$ cat src/rtl/uart_pkg.sv
// Shared UART definitions: receiver state encoding, frame width and the
// default oversampling ratio used by the UART blocks.
package uart_pkg;

  localparam int UART_DATA_BITS    = 8;
  localparam int UART_CLKS_PER_BIT = 16;

  typedef enum logic [2:0] {
    IDLE,
    START,
    DATA,
    STOP,
    BREAK
  } uartRxState_e;

endpackage : uart_pkg

$ cat src/rtl/uart_rx_sampler.sv
// Line conditioning for the UART receiver: a 2-flop synchronizer on the
// asynchronous rx pin plus the bit-decision value used at sample points.
// Define UART_RX_MAJORITY_EN to make each decision a 2-of-3 vote over the
// synchronized line at the decision edge and the two edges before it;
// otherwise the decision is the synchronized line itself.
module uart_rx_sampler (
  input  logic clk,
  input  logic rst,
  input  logic rx,
  output logic rxSync,
  output logic rxVote
);

  logic [1:0] syncFf;

  // Two-stage synchronizer; both stages idle high so reset never looks like a start bit.
  // NOTE: flops are written with non-blocking (<=) so every register samples
  // the pre-edge value of its source; blocking here would collapse the chain.
  always_ff @(posedge clk) begin
    if (rst) begin
      syncFf <= 2'b11;
    end else begin
      syncFf <= {syncFf[0], rx};
    end
  end

  assign rxSync = syncFf[1];

`ifdef UART_RX_MAJORITY_EN
  logic [1:0] hist;

  // History of the synchronized line for the previous two edges.
  always_ff @(posedge clk) begin
    if (rst) begin
      hist <= 2'b11;
    end else begin
      hist <= {hist[0], rxSync};
    end
  end

  assign rxVote = (rxSync & hist[0]) | (rxSync & hist[1]) | (hist[0] & hist[1]);
`else
  assign rxVote = rxSync;
`endif

endmodule : uart_rx_sampler

$ cat src/rtl/uart_rx.sv
// UART 8N1 receiver. Oversamples the serial line CLKS_PER_BIT times per bit,
// checks the start bit at mid-bit, then samples data and stop bits one bit
// period apart. Good frames update rxData with a dataValid pulse; a low stop
// bit gives a frameError pulse and the receiver waits for the line to return
// high. Optional UART_RX_MAJORITY_EN enables 2-of-3 voting in the sampler.
module uart_rx
  import uart_pkg::*;
#(
  parameter int CLKS_PER_BIT = UART_CLKS_PER_BIT
) (
  input  logic                      clk,
  input  logic                      rst,
  input  logic                      rx,
  output logic [UART_DATA_BITS-1:0] rxData,
  output logic                      dataValid,
  output logic                      frameError,
  output logic                      busy
);

  localparam int                CNT_W     = $clog2(CLKS_PER_BIT);
  localparam logic [CNT_W-1:0] HALF_LAST = CNT_W'(CLKS_PER_BIT / 2 - 1);
  localparam logic [CNT_W-1:0] BIT_LAST  = CNT_W'(CLKS_PER_BIT - 1);
  localparam logic [2:0]       IDX_LAST  = 3'(UART_DATA_BITS - 1);

  logic rxSync;
  logic rxVote;

  uartRxState_e              state, stateNext;
  logic [CNT_W-1:0]          clkCnt, clkCntNext;
  logic [2:0]                bitIdx, bitIdxNext;
  logic [UART_DATA_BITS-1:0] shift, shiftNext;
  logic [UART_DATA_BITS-1:0] rxDataNext;
  logic                      dataValidNext;
  logic                      frameErrorNext;

  uart_rx_sampler uSampler (
    .clk    (clk),
    .rst    (rst),
    .rx     (rx),
    .rxSync (rxSync),
    .rxVote (rxVote)
  );

  // State, counters, shift register and registered outputs.
  always_ff @(posedge clk) begin
    if (rst) begin
      state      <= IDLE;
      clkCnt     <= '0;
      bitIdx     <= '0;
      shift      <= '0;
      rxData     <= '0;
      dataValid  <= 1'b0;
      frameError <= 1'b0;
    end else begin
      state      <= stateNext;
      clkCnt     <= clkCntNext;
      bitIdx     <= bitIdxNext;
      shift      <= shiftNext;
      rxData     <= rxDataNext;
      dataValid  <= dataValidNext;
      frameError <= frameErrorNext;
    end
  end

  // Next-state and output decode for the frame FSM.
  always_comb begin
    // NOTE: every variable gets a default before the case so no path leaves
    // one unassigned, which would otherwise infer a latch.
    stateNext      = state;
    clkCntNext     = clkCnt;
    bitIdxNext     = bitIdx;
    shiftNext      = shift;
    rxDataNext     = rxData;
    dataValidNext  = 1'b0;
    frameErrorNext = 1'b0;

    unique case (state)
      IDLE: begin
        if (!rxSync) begin
          stateNext  = START;
          clkCntNext = '0;
        end
      end

      START: begin
        if (clkCnt == HALF_LAST) begin
          clkCntNext = '0;
          if (!rxVote) begin
            stateNext  = DATA;
            bitIdxNext = '0;
          end else begin
            stateNext = IDLE;  // glitch: line back high at mid start bit
          end
        end else begin
          clkCntNext = clkCnt + CNT_W'(1);
        end
      end

      DATA: begin
        if (clkCnt == BIT_LAST) begin
          clkCntNext        = '0;
          shiftNext[bitIdx] = rxVote;
          if (bitIdx == IDX_LAST) begin
            stateNext = STOP;
          end else begin
            bitIdxNext = bitIdx + 3'd1;
          end
        end else begin
          clkCntNext = clkCnt + CNT_W'(1);
        end
      end

      STOP: begin
        if (clkCnt == BIT_LAST) begin
          clkCntNext = '0;
          if (rxVote) begin
            rxDataNext    = shift;
            dataValidNext = 1'b1;
            stateNext     = IDLE;
          end else begin
            frameErrorNext = 1'b1;
            stateNext      = BREAK;
          end
        end else begin
          clkCntNext = clkCnt + CNT_W'(1);
        end
      end

      BREAK: begin
        if (rxSync) begin
          stateNext = IDLE;
        end
      end

      default: stateNext = IDLE;
    endcase
  end

  assign busy = (state != IDLE);

endmodule : uart_rx

$ cat config.mk
export PLATFORM = sky130hd
export DESIGN_NAME = uart_rx
export DESIGN_NICKNAME = d
export VERILOG_FILES = /design/src/rtl/uart_pkg.sv /design/src/rtl/uart_rx_sampler.sv /design/src/rtl/uart_rx.sv
export SDC_FILE = /design/constraint.sdc
export NUM_CORES = 1
export LEC_CHECK = 0
export CORE_MARGIN = 2
export CORE_UTILIZATION = 54
export CTS_BUF_LIST = sky130_fd_sc_hd__clkbuf_16
export CTS_CLUSTER_DIAMETER = 50
export CTS_CLUSTER_SIZE = 20
export DETAILED_ROUTE_END_ITERATION = 8
export MAX_ROUTING_LAYER = met4
export PLACE_DENSITY = 0.77
export SYNTH_ARGS = -nofsm -noshare
export SYNTH_HDL_FRONTEND = slang
export SYNTH_SLANG_ARGS = --single-unit
export TNS_END_PERCENT = 1
$ cat constraint.sdc
create_clock -name clk -period 2.3 [get_ports clk]
set_clock_uncertainty 0.1 [all_clocks]
set_input_delay 0.23 -clock clk [delete_from_list [all_inputs] [get_ports clk]]
set_output_delay 0.23 -clock clk [all_outputs]
set_load 0.05 [all_outputs]
# Word level (Yosys, flattened, before mapping)
# Index checks and enable logic that the tools add are counted.
[op_classes]
eq_ne = 15
addsub = 2
reduce_logical = 12
n_lt_le_gt_ge = 2
bitwise = 2
muxes = 23
[op_table]
columns = ["operator", "count"]
rows = [
  ["$mux 3", 11],
  ["$pmux 3 s5", 1],
  ["$ne 2x2->1 const B", 7],
  ["$mux 4", 3],
  ["$pmux 4 s3", 1],
  ["$bwmux 8", 1],
  ["$eq 3x2->1 const B", 2],
  ["$eq 3x3->1 const B", 2],
  ["$pmux 3 s2", 1],
  ["$reduce_and 6->1", 1],
  ["$reduce_bool 3->1", 2],
  ["$reduce_and 5->1", 1],
  ["$add 4x1->4 const B", 1],
  ["$eq 4x3->1 const B", 1],
  ["$eq 4x4->1 const B", 1],
  ["$lt 3x4->1 const B", 1],
  ["$reduce_and 2->1", 2],
  ["$add 3x1->3 const B", 1],
  ["$demux 1 s3", 1],
  ["$eq 3x1->1 const B", 1],
  ["$ge 3x1->1 const B", 1],
  ["$logic_not 3->1", 1],
  ["$mux 1", 3],
  ["$reduce_and 3->1", 1],
  ["other kinds (7)", 8],
]
[word_totals]
elab_cells = 64
output_inout_bits = 11
input_bits = 3
reg_bits = 30

# Longest topological paths before layout
# Gate-level depths: netlist (run 1).
[depth]
depth_word = 5
ltp_mapped = 6
depth_no_buf = 5

# By module
# Synthesis (run 1) repeated with hierarchy kept, for this count alone.
[unflattened]
cells_unflattened = 158
hier_area_um2 = 1447.6
[by_module_without_submodules]
columns = ["module", "seq_area_each_um2", "cells_each", "area_per_inst_um2", "n_inst"]
rows = [
  ["uart_rx", 560.5, 153, 1387.6, 1],
  ["uart_rx_sampler", 40.0, 5, 60.1, 1],
]

# Least setup slack after synthesis (run 1)
# No wires, ideal clock.
[synth_path]
kind = "register -> register"
start = "register state[1]"
end = "register shift[7]"
setup_time_ns = 0.128
path_stages_with_launch = 6
path_buffers = 1
synth_period_minus_slack_ns = 1.576
setup_slack_ns = 0.724
t_arrival_ns = 1.348
t_required_ns = 2.072
path_cell_list = "dfxtp_1 buf_4 or3b_4 nor4_1 mux2i_1 nor2_1"
[synth_between]
elab_chain_cells = 2
[synth_rtl]
columns = ["element", "line_no", "text"]
rows = [
  ["from (decl)", "uart_rx.sv:28", "uartRxState_e state, stateNext;"],
  ["from (signal assigned)", "uart_rx.sv:55", "state <= stateNext;"],
  ["$eq 3x2->1", "uart_rx.sv:77", "unique case (state)"],
  ["$reduce_and 2->1 (no source line)", "-", ""],
  ["to (signal assigned)", "uart_rx.sv:58", "shift <= shiftNext;"],
  ["to (decl)", "uart_rx.sv:31", "logic [UART_DATA_BITS-1:0] shift, shiftNext;"],
]
# No other way between the ends.
# A chain may end at the register's enable or synchronous reset.

# Worst setup path after layout (run 1)
[layout_path]
start = "register state[1]"
end = "output port busy"
[layout_between]
elab_chain_cells = 1
[layout_rtl]
columns = ["element", "line_no", "text"]
rows = [
  ["$reduce_bool 3->1", "uart_rx.sv:139", "assign busy = (state != IDLE);"],
  ["to (decl)", "uart_rx.sv:17", "output logic busy"],
]
# No other way between the ends.

==> results.md, run 1 <==
- The flow ran to the end, and the final reports show no timing, DRC or antenna violations.
- Detailed routing inserted a total of 1071 vias.
- The routed length on met3 is 91 µm.
- Synthesis produced a netlist whose cell count is 144.
- The average cell area after synthesis is 9.25 µm².
- The total of max-cap violations is 0.
- Adding up every negative setup slack in the final design gives 0 ps.
- In this run, synthesis inferred 0 flip-flops with an integrated enable.
- The chip width is 53.7 µm.
- Wire segments on met2 add up to 1420 µm in the final route.
- The hold violation count in the final report is 0.
- The clock sink count is 30.
- The dominant cell type by area after synthesis is dfxtp_1.
- The repair_antennas step left the layout with diodes totalling 0.
- The area of the mapped netlist is 1330 µm².
- The number of buffers and inverters on the critical path is 1.
- Setup violations remaining at the end of the flow were counted as 0.
- The area share of the largest cell type after synthesis is 0.451.
- The clock root buffer is clkbuf_16.
- After detailed routing, the number of vias per cell comes to 5.82.
- For this run, the register share of the synthesized area comes to 0.451.
- The number of instances resized during post-cts repair is 0.
- Entering global routing, the biggest net connects 28 pins.
- The number of buffer cells added on primary ports is 13.
- The fraction of layout instances using a drive strength above 1 is 0.0962.
- The commonest cells after synthesis are 30 x dfxtp_1, 27 x nor2_1, 18 x mux2i_1.
- For this run, the top clock speed supported by timing is 0.482 GHz.
- The signed area change from the synthesized netlist to the final layout is 22.4%.
- The number of different library cells used by synthesis comes to 37.
- After global routing the overflow that remains totals 0.
- The signal on the critical path passes through or3_1 > clkdlybuf4s50_1.
- The peak per-stage delay on the critical path is 700 ps.
- Counting instances, the worst hold path has a depth of 1.
- The post-synthesis async set-or-reset flop share is 0.
- The clock network latency to the later pin of the worst-skew pair is 270 ps.
- Setup repair after global routing left no endpoint under its margin.
- The number of cells traversed by the worst register-to-register path is 4.
- The number of placement rows is 17.
- The dominant synthesized flop cell is dfxtp_1.
- The number of remaining DRC errors is 0.
- Of all nets on the critical path, the largest fanout is 11.
- The actual transition at the worst max-transition pin is 599 ps.
- The overall track demand over capacity in global routing is 0.243.
- The total I/O pin count is 14.
- Once detail routing completed, the nets flagged for antenna violations numbered 0.
- The final count of pins violating max slew is 0.
- The y dimension of the die is 53.7 µm.
- The slowest stage of the critical path is the clkdlybuf4s50_1 cell.
- In this run the number of cells on the critical path is 2.
- The global-route wire length before repair is 4680 µm.
- The detailed-placement wirelength estimate is 1820 µm.
- Routed signal wires occupy layers up through met4.
- The average wire length per cell after detail routing is 15.6 µm.
- The total die area is 2880 µm².
- The peak supply drop is 0.625 mV.
- The worst hold path belongs to the class register to register.
- The total nets after synthesis is 150.
- The setup path with the least slack is of type register to output port.
- Clock tree synthesis inserted a total of 5 buffers.
- The number of antenna violations at the first check in global routing came to 0.
- By instance count, the leading cell after synthesis is dfxtp_1.
- The CTS tree is done.
- The count of hold buffers inserted by post-cts repair is 0.
- The total of flip-flops plus latches after synthesis is 30.
- During synthesis, Yosys emitted a total of 0 warnings.
- STA classifies the critical path endpoint as an output port.
- The final layout net count is 162.
- The via count of the first global-routing pass is 986.
- The arrival time of data at the critical path endpoint is 1740 ps.
- At the end of routability-driven placement, the weighted congestion stood at 0.874.
- The worst slew margin relative to its limit is 0.600.
- The post-route worst hold slack is 309 ps.
- The cell class contributing the biggest share of worst-path delay is buffers and inverters.
- The number of levels the H-tree was split into is 2.
- Summed over all layers, the routed wires come to 2880 µm.
- Once the clock tree was built, the setup fixing pass inserted 0 buffers.
- The critical path data required time is 1970 ps.
- The ratio of total power to cell area is 771 nW/µm².
- The total area inside the core boundary comes to 2280 µm².
- The leakage component of the power is 0.693 nW.
- The starting density of the core is 0.585.
- Dividing the final minimum period by the clock period gives 0.902.
- For this run, the detailed router's first-pass iteration total came to 4.
- The clock-pin slew reported for the worst setup and hold paths after clock tree synthesis is 50 ps.
- The longest clock path from root to sink contains 2 buffers.
- STA classifies the critical path startpoint as a register.
- Ranked by total cell area, the synthesized netlist is headed by dfxtp_1 45%, mux2i_1 14%, nor2_1 7.6%.
- The first routing iteration left 25 violations.
- In the final routing, the length of wire on met1 measures 1330 µm.
- The clock period minus final worst setup slack is 2070 ps.
[layer usage]
metal  vias to the layer above  GRT usage
met3                         5     0.0583
li1                        538          -
met2                        18      0.384
met4                         0      0.132
met5                         -          -
met1                       510      0.283
[cell usage in the layout, fill, tap and decap left out, types with 3 or more instances in the layout]
master / n
clkdlybuf4s50_1: 13
dfxtp_1: 30
a21oi_1: 4
nand4_1: 6
mux2i_1: 18
ha_1: 3
buf_4: 3
nand3_1: 7
clkbuf_16: 5
nor2_1: 27
[flip-flops by register name (all words and copies together), names as in the netlist]
| name | cells |
|---|---|
| bitIdx | 3 |
| clkCnt | 4 |
| dataValid | 1 |
| frameError | 1 |
| rxData | 8 |
| shift | 8 |
| state | 3 |
| uSampler.syncFf | 2 |
[cells by family (layout without fill, tap and decap cells)]
| kind of cell | after synthesis | in the layout | synth area share |
|---|---|---|---|
| simple gates | 67 | 67 | 0.272 |
| compound gates | 13 | 13 | 0.0723 |
| mux | 18 | 18 | 0.135 |
| flops | 30 | 30 | 0.451 |
| buf+inv | 13 | 25 | 0.0413 |
| fa+ha+maj | 3 | 3 | 0.0282 |
[power breakdown]
part           total [mW]  leakage, nW  internal (mW)  switching, mW
clock               0.702       0.0773          0.498          0.203
combinational      0.0268        0.373         0.0110         0.0158
sequential          0.529        0.242          0.524        0.00542
total                1.26        0.693           1.03          0.224
[stage by stage]
step,util,worst slack [ps],power (mW),area (µm²),instances
6_report,0.717,225,1.26,1630,184
5_1_grt,0.717,181,1.29,1630,184
4_1_cts,0.717,225,1.26,1630,184
3_5_place_dp,0.647,516,0.565,1470,177
3_3_place_gp,0.647,534,0.564,1470,177
2_1_floorplan,-,724,0.556,1330,144
[worst reg2reg max path, stage by stage, from the launching register on]
cell and delay (ps):
dfxtp_1 480, or3b_4 440, nor4_1 360, mux2i_1 250
nor2_1 50
[layout make-up]
cell class | instances | area, µm²
multi-input cells | 101 | 677
fillers | 176 | 644
flip-flops and latches | 30 | 601
repair buffers | 16 | 153
clock buffers | 5 | 125
well taps | 28 | 35.0
clock inverters | 2 | 33.8
inverters | 2 | 7.51
[path summary, 6_finish.rpt]
check | slack [ps] | startpoint | end
setup reg to reg | 500 | state[1] | shift[7]
setup / recovery | 230 | state[1] | busy
hold / removal | 310 | uSampler.syncFf[0] | uSampler.syncFf[1]
hold reg to reg | 310 | uSampler.syncFf[0] | uSampler.syncFf[1]
Note: power is estimated with default switching activity, not from simulation.
==> run 2, diff against run 1 <==
SKIP_CTS_REPAIR_TIMING = 1   (was not set)
==> results of run 2 <==
Same layout as run 1: the final DEF is identical, and so are final timing and power.
